--- src/rtl/bitstream_loader.sv ---
// bitstream_loader: streams configuration bytes LSB-first into the fabric
// programming chain (prog_en/prog_in) and reports a CRC-16-CCITT signature.
// Ports: clk, rst (sync, active-low), start, in_data/in_valid/in_ready
//   byte stream, prog_en/prog_in/prog_out chain pins, busy, done, error,
//   signature[15:0].
// Build option: define LOADER_READBACK_EN to add the chain readback pass
//   and signature compare; otherwise error is tied low and prog_out unused.
module bitstream_loader #(
    parameter int CHAIN_LEN = 200
) (
    input  logic        clk,
    input  logic        rst,
    input  logic        start,
    input  logic [7:0]  in_data,
    input  logic        in_valid,
    output logic        in_ready,
    output logic        prog_en,
    output logic        prog_in,
    input  logic        prog_out,
    output logic        busy,
    output logic        done,
    output logic        error,
    output logic [15:0] signature
);

    localparam int CW     = $clog2(CHAIN_LEN + 1);
    localparam int NBYTES = (CHAIN_LEN + 7) / 8;
    localparam int BW     = $clog2(NBYTES + 1);

    localparam logic [CW-1:0] LAST_BIT = CW'(CHAIN_LEN);
    localparam logic [BW-1:0] MAX_BYTE = BW'(NBYTES);

    typedef enum logic [1:0] {
        S_IDLE,
        S_LOAD,
        S_READBACK,
        S_DONE
    } state_t;

    function automatic logic [15:0] crc_step(
        input logic [15:0] c,
        input logic        b
    );
        logic fb;
        fb = c[15] ^ b;
        return {c[14:0], 1'b0} ^ (fb ? 16'h1021 : 16'h0000);
    endfunction

    state_t          state_q, state_d;
    logic [7:0]      hold_q, hold_d;
    logic            hold_vld_q, hold_vld_d;
    logic [7:0]      sh_q, sh_d;
    logic [3:0]      sh_cnt_q, sh_cnt_d;
    logic [CW-1:0]   bit_cnt_q, bit_cnt_d;
    logic [BW-1:0]   byte_cnt_q, byte_cnt_d;
    logic [15:0]     crc_q, crc_d;
    logic            prog_en_q, prog_en_d;
    logic            prog_in_q, prog_in_d;
    logic            accept;
    logic            emit;
    logic            emit_bit;

`ifdef LOADER_READBACK_EN
    localparam logic [CW-1:0] LAST_RB = CW'(CHAIN_LEN - 1);
    logic [15:0]     rb_crc_q, rb_crc_d;
    logic [15:0]     rb_next;
    logic            err_q, err_d;
`endif

    assign in_ready = (state_q == S_LOAD) && !hold_vld_q
                      && (byte_cnt_q < MAX_BYTE);
    assign accept   = in_valid && in_ready;

    always_comb begin
        state_d    = state_q;
        hold_d     = hold_q;
        hold_vld_d = hold_vld_q;
        sh_d       = sh_q;
        sh_cnt_d   = sh_cnt_q;
        bit_cnt_d  = bit_cnt_q;
        byte_cnt_d = byte_cnt_q;
        crc_d      = crc_q;
        prog_en_d  = 1'b0;
        prog_in_d  = 1'b0;
        emit       = 1'b0;
        emit_bit   = 1'b0;
`ifdef LOADER_READBACK_EN
        rb_crc_d   = rb_crc_q;
        rb_next    = crc_step(rb_crc_q, prog_out);
        err_d      = err_q;
`endif
        unique case (state_q)
            S_IDLE: begin
                if (start) begin
                    state_d    = S_LOAD;
                    hold_vld_d = 1'b0;
                    sh_cnt_d   = 4'd0;
                    bit_cnt_d  = '0;
                    byte_cnt_d = '0;
                    crc_d      = 16'hFFFF;
`ifdef LOADER_READBACK_EN
                    err_d      = 1'b0;
`endif
                end
            end
            S_LOAD: begin
                if (bit_cnt_q == LAST_BIT) begin
                    // Leftover bits of the final byte are dropped here.
                    hold_vld_d = 1'b0;
                    sh_cnt_d   = 4'd0;
`ifdef LOADER_READBACK_EN
                    state_d    = S_READBACK;
                    bit_cnt_d  = '0;
                    rb_crc_d   = 16'hFFFF;
                    prog_en_d  = 1'b1;
`else
                    state_d    = S_DONE;
`endif
                end else begin
                    if (sh_cnt_q != 4'd0) begin
                        emit     = 1'b1;
                        emit_bit = sh_q[0];
                        sh_d     = {1'b0, sh_q[7:1]};
                        sh_cnt_d = sh_cnt_q - 4'd1;
                    end else if (hold_vld_q) begin
                        // Empty shifter takes the held byte and emits its
                        // bit 0 in the same cycle, so there is no bubble.
                        emit       = 1'b1;
                        emit_bit   = hold_q[0];
                        sh_d       = {1'b0, hold_q[7:1]};
                        sh_cnt_d   = 4'd7;
                        hold_vld_d = 1'b0;
                    end
                    if (emit) begin
                        prog_en_d = 1'b1;
                        prog_in_d = emit_bit;
                        bit_cnt_d = bit_cnt_q + CW'(1);
                        crc_d     = crc_step(crc_q, emit_bit);
                    end
                    if (accept) begin
                        hold_d     = in_data;
                        hold_vld_d = 1'b1;
                        byte_cnt_d = byte_cnt_q + BW'(1);
                    end
                end
            end
`ifdef LOADER_READBACK_EN
            S_READBACK: begin
                rb_crc_d  = rb_next;
                bit_cnt_d = bit_cnt_q + CW'(1);
                if (bit_cnt_q == LAST_RB) begin
                    state_d = S_DONE;
                    err_d   = (rb_next != crc_q);
                end else begin
                    prog_en_d = 1'b1;
                end
            end
`endif
            S_DONE: begin
                state_d = S_IDLE;
            end
            default: begin
                state_d = S_IDLE;
            end
        endcase
    end

    always_ff @(posedge clk) begin
        if (!rst) begin
            state_q    <= S_IDLE;
            hold_q     <= '0;
            hold_vld_q <= 1'b0;
            sh_q       <= '0;
            sh_cnt_q   <= '0;
            bit_cnt_q  <= '0;
            byte_cnt_q <= '0;
            crc_q      <= '0;
            prog_en_q  <= 1'b0;
            prog_in_q  <= 1'b0;
`ifdef LOADER_READBACK_EN
            rb_crc_q   <= '0;
            err_q      <= 1'b0;
`endif
        end else begin
            state_q    <= state_d;
            hold_q     <= hold_d;
            hold_vld_q <= hold_vld_d;
            sh_q       <= sh_d;
            sh_cnt_q   <= sh_cnt_d;
            bit_cnt_q  <= bit_cnt_d;
            byte_cnt_q <= byte_cnt_d;
            crc_q      <= crc_d;
            prog_en_q  <= prog_en_d;
            prog_in_q  <= prog_in_d;
`ifdef LOADER_READBACK_EN
            rb_crc_q   <= rb_crc_d;
            err_q      <= err_d;
`endif
        end
    end

    assign prog_en   = prog_en_q;
    assign busy      = (state_q == S_LOAD) || (state_q == S_READBACK);
    assign done      = (state_q == S_DONE);
    assign signature = crc_q;

`ifdef LOADER_READBACK_EN
    // Recirculate the chain so its contents survive the readback pass.
    assign prog_in = (state_q == S_READBACK) ? prog_out : prog_in_q;
    assign error   = err_q;
`else
    logic unused_prog_out;
    assign unused_prog_out = prog_out;
    assign prog_in = prog_in_q;
    assign error   = 1'b0;
`endif

endmodule

--- config.mk ---
export PLATFORM = sky130hd
export DESIGN_NAME = bitstream_loader
export DESIGN_NICKNAME = d
export VERILOG_FILES = /design/src/rtl/bitstream_loader.sv
export SDC_FILE = /design/constraint.sdc
export NUM_CORES = 1
export LEC_CHECK = 0
export CAP_MARGIN = 20
export CORE_UTILIZATION = 25
export CTS_CLUSTER_DIAMETER = 200
export CTS_CLUSTER_SIZE = 20
export DETAILED_ROUTE_END_ITERATION = 7
export SYNTH_ARGS = -nofsm -noshare
export SYNTH_HDL_FRONTEND = slang
export SYNTH_SLANG_ARGS = --single-unit
--- constraint.sdc ---
create_clock -name clk -period 2.8 [get_ports clk]
set_clock_uncertainty 0.2 [all_clocks]
set_input_delay 0.42 -clock clk [delete_from_list [all_inputs] [get_ports clk]]
set_output_delay 0.42 -clock clk [all_outputs]
set_load 0.02 [all_outputs]
==> results.md, run 1 <==
* Final setup viols at 0
* Top cells by area, synth: dfxtp_1, o221a_2, mux2i_1
* First-pass GRT wire length at a little over 9 mm
* Worst R2R Setup Slack at 0.37 ns
* Critical path endpoint category: primary output
* Crit Path Class: register to primary output
* Post-CTS Hold Fix Bufs at 0
* Vias in the first global route at approximately 1900
* Top-area cell type share of the netlist area at a little over two fifths
* Vias at ~2000
* Largest net degree at the start of global routing at 27
* Asr flop ratio synth at 0%
* CP max FO at 9
* Initial Util at about 26%
* Arr. time, crit path at around 2.0 ns
* Worst-margin pin slew at 0.6484 ns
* Post-route setup TNS at 0 ns
* Layout area overhead at 23.02%
* #FFs+latches synth at between 50 and 60
* CP most frequent cell: inv_1
* Count leader, synth: dfxtp_1
* Setup bufs post-CTS at 0
* Fin util at between 30% and 40%
* FF-to-FF path depth at 6
* Total track usage at between 10% and 20%
* Antenna violations before repair at 0
* Status: complete, no violations
* Syn Area/Cell at slightly below 10 um^2
* Final hold vios at 0
* Top cell type by total area after synthesis: dfxtp_1
* Pleak at approximately 1.1 nW
* Root buf cell: clkbuf_8
* Residual DRC at 0
* Slew headroom at between 50 and 60%
* Total power at roughly 2.6 mW
* Reg clk slew, reported paths at 0.10 ns
* RD Place Congestion at slightly below 0.8
* Setup crit start kind: register
* Syn Nets at approximately 280
* H-tree depth at 2
* Die Area at 10360 um^2
* Clk_lat worst skew at 0.31 ns
* Routed Antenna Nets at 0
* WP data required at ~2.2 ns
* Clock Sinks at 53
* Max Cap Viol at 0
* Post-synthesis sequential area ratio at 42.61%
* Clock buffer depth at 2
* Layout cells sized above 1 at ~14%
* Max Freq at 383.6 MHz
* Post-synth EDFFs at 0
* Dpl hpwl at ~3.8 mm
* CTS Buf Count at 5
* Min Tclk post-route at around 2.6 ns
* Tcrit/Tclk final at 93.09%
* Non-Filler Instances at 419
* Slowest cell on the critical path: clkdlybuf4s50_1
* Top FF cell, synth: dfxtp_1
* RSZ-0062 raised after global routing: no
* Synth Instances at around 260
* Row Count at 36
* Pwr dens at between 800 and 900 nW/um^2
* I/O pin total at 35
* Cell depth of the worst hold path at 2
* Die X at about 100 um
* Final count of pins violating max slew at 0
* Yosys warnings at 0
* Die height at slightly above 100 um
* Critical Path Max Stage Delay at 0.65 ns
* GRT Residual Overflow at 0
* Hold crit path type: register to register
* Drt pass-1 iters at 4
* CTS tree: done
* Synth cell count leaders: dfxtp_1, a21oi_1, o21ai_0, o221a_2, nand3_1
* Hold WS at roughly 0.28 ns
* Crit-path cells: inv_1 > ha_2 > inv_1 > nor3_1 > clkdlybuf4s50_1
* Vias/cell at approximately 4.8
* Wire per inst at around 13 um
* Port buffer count at 32
* Peak VDD IR at between 0.3 and 0.4 mV
* Net count, final at around 310
* Yosys cell types at 55
* Placed Cells at between 400 and 500
* Initial DRC count at 80
* Mapped cell area at around 2500 um^2
* Antenna diode count at 0
* Core area at roughly 9700 um^2
* Final wirelength at about 5.4 mm
-- sequential cells by signal, summed over array words and instances, names as in the netlist --
| name | flops |
|---|---|
| bit_cnt_q | 8 |
| prog_in | 1 |
| hold_q | 8 |
| sh_cnt_q | 4 |
| state_q | 2 |
| sh_q | 7 |
| byte_cnt_q | 5 |
| hold_vld_q | 1 |
| signature | 16 |
| prog_en | 1 |
-- report_power, final --
part | leakage, nW | total, mW | internal, mW | switching (mW)
combinational | 0.611 | 1.04 | 0.497 | 0.547
sequential | 0.432 | 0.988 | 0.880 | 0.108
clock | 0.0543 | 0.535 | 0.268 | 0.267
-- worst max-delay path: cells and delay by family (launching register included) --
kind	cells	cell delay [ns]
adder cells (fa/ha/maj)	1	0.27
flip-flops	1	0.33
AND/OR/NAND/NOR	1	0.23
buffers and inverters	3	0.85
-- placed cells by master (no fill, tap or decap), types with 7 or more instances in the layout --
cell              n
a211oi_1          7
ha_1              7
clkdlybuf4s50_1  32
inv_1             9
o21ai_0          16
nor2_1           10
nand3_1          14
a21oi_1          22
dfxtp_1          53
nand2_1          12
o221a_2          16
mux2i_1          13
-- layer usage --
metal / routed length [um] / vias up / global-route usage (%)
met5: 0 / - / 0
met4: 57 / 0 / 3.456
met3: 211 / 8 / 2.415
met2: 2511 / 35 / 17.88
met1: 2664 / 946 / 14.83
li1: - / 1019 / -
-- repair_timing --
item	in CTS	in global routing
gates resized for setup	0	1
endpoints found under the hold margin	0	0
endpoints found under the setup margin	0	1
-- worst paths after layout --
kind                from            end
max           state_q[1]       in_ready
min            hold_q[7]        sh_q[6]
max reg2reg  sh_cnt_q[0]  signature[12]
min reg2reg    hold_q[7]        sh_q[6]
-- final cells by class --
type / instances / area (um^2)
Sequential cell: 53 / 1061
Clock buffer: 5 / 68.82
Multi-Input combinational cell: 176 / 1297
Tap cell: 133 / 166.4
Fill cell: 1053 / 6666
Clock inverter: 3 / 46.29
Inverter: 10 / 37.54
Timing Repair Buffer: 39 / 385.4
-- cell families after synthesis --
family / share of synthesized area [%]
other: 0.1506
flip-flops: 42.61
XOR/XNOR: 2.161
multiplexers: 5.678
AND/OR/NAND/NOR: 15.43
AO/OA/AOI/OAI: 24.57
adder cells (fa/ha/maj): 4.020
buffers and inverters: 5.377
-- through the flow --
| step | worst slack [ns] | area (um^2) |
|---|---|---|
| after detailed placement | 0.3941 | 2945 |
| after floorplan | 0.7033 | 2490 |
| after global placement | 0.4079 | 2945 |
| final | 0.1934 | 3063 |
| after global routing | 0.03410 | 3063 |
| after CTS | 0.02923 | 3060 |
(Power assumes the default switching activity.)
==> run 2: changes to the inputs <==
--- a/config.mk
+++ b/config.mk
@@ -10,6 +10,7 @@
 export CTS_CLUSTER_DIAMETER = 200
 export CTS_CLUSTER_SIZE = 20
 export DETAILED_ROUTE_END_ITERATION = 7
+export REMOVE_ABC_BUFFERS = 1
 export SYNTH_ARGS = -nofsm -noshare
 export SYNTH_HDL_FRONTEND = slang
 export SYNTH_SLANG_ARGS = --single-unit
==> results.md, run 2 (synthesis gave the netlist of run 1 again) <==
* Vias/cell at 4.816
* Initial DRC count at 109
* CP max FO at 9
* P_int at 1.526 mW
* Cells resized by post-CTS repair at 0
* Non-Filler Instances at roughly 420
* Max Freq at between 300 and 400 MHz
* Layout cells sized above 1 at roughly an eighth
* Pre-CTS WS at around 0.45 ns
* Largest register FFs at 16
* Setup crit start kind: register
* Max Cap Viol at 0
* Largest net degree at the start of global routing at 27
* Core area at slightly below 10000 um^2
* Residual DRC at 0
* Hold crit path type: register to register
* Status: complete, no violations
* Initial Util at between 20% and 30%
* Total track usage at a little over a tenth
* Top Metal Used: met4
* Arr. time, crit path at roughly 2 ns
* Root buf cell: clkbuf_8
* Met1 WL at roughly 2.7 mm
* Pwr dens at a little over 800 nW/um^2
* Combinational share of power at between 40% and 50%
* Cell area after placement at 2925 um^2
* Die Area at ~10000 um^2
* First-pass GRT wire length at 8.866 mm
* Vias in the first global route at between 1500 and 2000
* WP data required at 2.18 ns
* H-tree depth at 2
* Reg clk slew, reported paths at 0.10 ns
* Min Tclk post-route at 2.622 ns
* Final setup viols at 0
* Port buffer count at 32
* Critical path endpoint category: primary output
* Post-CTS Hold Fix Bufs at 0
* Antenna diode count at 0
* Clk pwr share at 17.9%
* Met3 WL at about 190 um
* Die X at 101.8 um
* Clock buffer depth at 2
* Sw power at approximately 910 uW
* I/O pin total at 35
* Most common cell after layout, fill and taps aside: dfxtp_1
* RSZ-0062 raised after global routing: no
* Final wirelength at around 5.5 mm
* CTS Buf Count at 5
* Most frequent cells in the layout: dfxtp_1, clkdlybuf4s50_1, a21oi_1
* RD Place Congestion at roughly 0.78
* Drt pass-1 iters at 4
* Slew headroom at a little under half
* Vias at 2013
* Worst-margin pin slew at roughly 0.78 ns
* Final WS setup at around 0.18 ns
* Die height at 101.8 um
* Wire length on met2 at 2.535 mm
* Layout area overhead at 21.01%
* CTS tree: done
* Row Count at 36
* Final count of pins violating max slew at 0
* Power share of the sequential group at between 40% and 50%
* Hold WS at between 0.2 and 0.3 ns
* GRT Residual Overflow at 0
* Clk_lat worst skew at ~0.3 ns
* Wire per inst at roughly 13 um
* Dpl hpwl at ~3.7 mm
* Crit Path Class: register to primary output
* Antenna violations before repair at 0
* Pleak at 1.071 nW
* Sw frac at a little under two fifths
* Fillers at slightly above 1000
* Clock Sinks at 53
* Peak VDD IR at around 0.32 mV
* Tcrit/Tclk final at 93.64%
* Setup bufs post-CTS at 0
* Routed Antenna Nets at 0
* Final hold vios at 0
* Net count, final at ~310
* Placed Cells at roughly 400
* Final Cell Area at ~3000 um^2
## run 2: worst paths after layout
path / slack [ns] / depth (start not counted) / endpoint / start
worst max-delay path: 0.18 / 4 / in_ready / state_q[0]
worst max register to register: 0.49 / 6 / byte_cnt_q[0] / bit_cnt_q[0]
worst min-delay path: 0.27 / 2 / sh_q[6] / hold_q[7]
worst min register to register: 0.27 / 2 / sh_q[6] / hold_q[7]
## run 2: power by group through the flow
stage               logic (mW)  registers (mW)  clock network, mW
floorplan                0.536            1.09                  0
global placement          1.00            1.00                  0
detailed placement        1.02            1.01                  0
CTS                       1.02           0.988              0.448
global route              1.09            1.01              0.471
finish                    1.01           0.988              0.436
## run 2: final cells by class
cell class / instances / area [um^2] / share of cell area (%)
Multi-Input combinational cell: 176 / 1295 / 42.98
Sequential cell: 53 / 1061 / 35.22
Timing Repair Buffer: 38 / 365.4 / 12.13
Tap cell: 133 / 166.4 / 5.523
Clock buffer: 6 / 72.57 / 2.409
Inverter: 10 / 37.54 / 1.246
Clock inverter: 2 / 15.01 / 0.4983
## run 2: metrics by stage
stage / power, mW / setup TNS [ns] / util [%]
2_1_floorplan: 1.622 / -0.03084 / -
3_3_place_gp: 2.008 / 0 / 30.07
3_5_place_dp: 2.025 / 0 / 30.07
4_1_cts: 2.456 / 0 / 30.97
5_1_grt: 2.567 / 0 / 30.97
6_report: 2.435 / 0 / 30.97
## run 2: worst max-delay path, stage by stage (launching register included)
cell and delay [ns]:
dfxtp_1 0.43, ha_1 0.32, inv_1 0.10, nor3_1 0.22, clkdlybuf4s50_1 0.64
## run 2: routing by layer
layer	global-route usage [%]	up-vias
met5	0	-
met4	2.676	0
met3	2.415	5
met2	17.67	34
met1	14.36	955
li1	-	1019
==> run 3: changes to the inputs <==
==> constraint.sdc (replaced) <==
create_clock -name clk -period 3.2 [get_ports clk]
set_clock_uncertainty 0.2 [all_clocks]
set_input_delay 0.48 -clock clk [delete_from_list [all_inputs] [get_ports clk]]
set_output_delay 0.48 -clock clk [all_outputs]
set_load 0.01 [all_outputs]
==> results.md, run 3 (synthesis gave the netlist of run 1 again) <==
* Setup bufs post-CTS at 0
* Vias/cell at 4.833
* Wire per inst at around 13 um
* CTS Buf Count at 5
* Final count of pins violating max slew at 0
* CP max FO at 9
* Critical Path Max Stage Delay at around 0.58 ns
* WP data required at 2.52 ns
* GRT Residual Overflow at 0
* Post-route setup TNS at 0 ns
* CP top delay family: buffers and inverters
* Pre-CTS WS at around 0.73 ns
* Met2 Track Usage GR at 17.41%
* Vias at about 2000
* Buf/Inv on CP at 2
* Most common cell after layout, fill and taps aside: dfxtp_1
* Layout cells sized above 1 at between 10% and 20%
* Clock Sinks at 53
* Drt pass-1 iters at 4
* Global Route met3 Usage at about 2.6%
* Fillers at 1047
* Net count, final at about 310
* Min Tclk post-route at approximately 2.6 ns
* Peak VDD IR at ~0.22 mV
* Tcrit/Tclk final at between 80% and 90%
* Antenna diode count at 0
* Post-CTS Hold Fix Bufs at 0
* Critical path endpoint category: primary output
* Final hold vios at 0
* Pwr dens at a little under 700 nW/um^2
* Setup crit start kind: register
* Clock buffer depth at 2
* RD Place Congestion at a little under 0.8
* Final setup viols at 0
* Port buffer count at 32
* Layout area overhead at 21.11%
* Max Cap Viol at 0
* Reg clk slew, reported paths at about 0.10 ns
* First-pass GRT wire length at roughly 8.9 mm
* Most frequent cells in the layout: dfxtp_1, clkdlybuf4s50_1, a21oi_1
* Crit Path Class: register to primary output
* Final WS setup at 0.5780 ns
* Worst-margin pin slew at ~0.58 ns
* Pleak at around 1.1 nW
* Root buf cell: clkbuf_8
* Global Route met1 Usage at 14.42%
* CTS tree: done
* Max Freq at 381.4 MHz
* Row Count at 36
* Largest register FFs at 16
* Status: complete, no violations
* Clk_lat worst skew at 0.30 ns
* Hold crit path type: register to register
* Die X at just over 100 um
* Die Area at approximately 10000 um^2
* Cells resized by post-CTS repair at 0
* Largest net degree at the start of global routing at 28
* Dpl hpwl at between 3 and 4 mm
* Sequential Area at between 1000 and 1500 um^2
* Routed Antenna Nets at 0
* Crit-path cells: ha_1 > inv_1 > nor3_1 > clkdlybuf4s50_1
* Total track usage at a little over a tenth
* Core area at about 9700 um^2
* Initial Util at approximately 26%
* Vias in the first global route at ~1900
* Slowest cell on the critical path: clkdlybuf4s50_1
* Initial DRC count at 116
* Slew headroom at between 60% and 70%
* GRT busiest layer: met2
* Residual DRC at 0
* I/O pin total at 35
* H-tree depth at 2
* Die height at about 100 um
* Area of the multi-input gates at about 1300 um^2
* Antenna violations before repair at 0
* Final wirelength at between 5 and 6 mm
* Arr. time, crit path at 1.94 ns
* RSZ-0062 raised after global routing: no
[run 3: worst paths after layout]
check,start,to,slack [ns],depth (start not counted)
worst max register to register,sh_cnt_q[0],signature[5],0.92,6
worst min register to register,hold_q[7],sh_q[6],0.28,2
worst min-delay path,hold_q[7],sh_q[6],0.28,2
worst max-delay path,state_q[0],in_ready,0.58,4
[run 3: final cells by class]
type / instances / area share [%]
Clock buffer: 5 / 2.282
Clock inverter: 3 / 0.7054
Inverter: 10 / 1.245
Multi-Input combinational cell: 176 / 42.95
Sequential cell: 53 / 35.19
Tap cell: 133 / 5.519
Timing Repair Buffer: 38 / 12.12
[run 3: power by group]
group          switching [mW]  total (mW)  internal (mW)
sequential             0.0929       0.863          0.770
clock                   0.228       0.384          0.156
combinational           0.405       0.815          0.410
[run 3: metal layers]
metal / wire [um] / part of all wire [%]
met1: 2607 / 49
met2: 2500 / 47
met3: 197 / 3.7
met4: 20 / 0.38
met5: 0 / 0
[run 3: tightest hold or removal path, stage by stage, from the launching register on]
cell	delay [ns]
dfxtp_1	0.32
nand3_1	0.06
a21oi_1	0.06
[run 3: per-stage QoR]
step                hold slack [ns]  instance area [um^2]  util, %  std cells  power, mW
floorplan                    0.2445                  2394        -        239      1.349
global placement             0.2552                  2925    30.07        410      1.684
detailed placement           0.2638                  2925    30.07        410      1.698
CTS                          0.2783                  3015    30.99        418      2.086
global route                 0.2956                  3015    30.99        418      2.197
finish                       0.2775                  3015    30.99        418      2.063
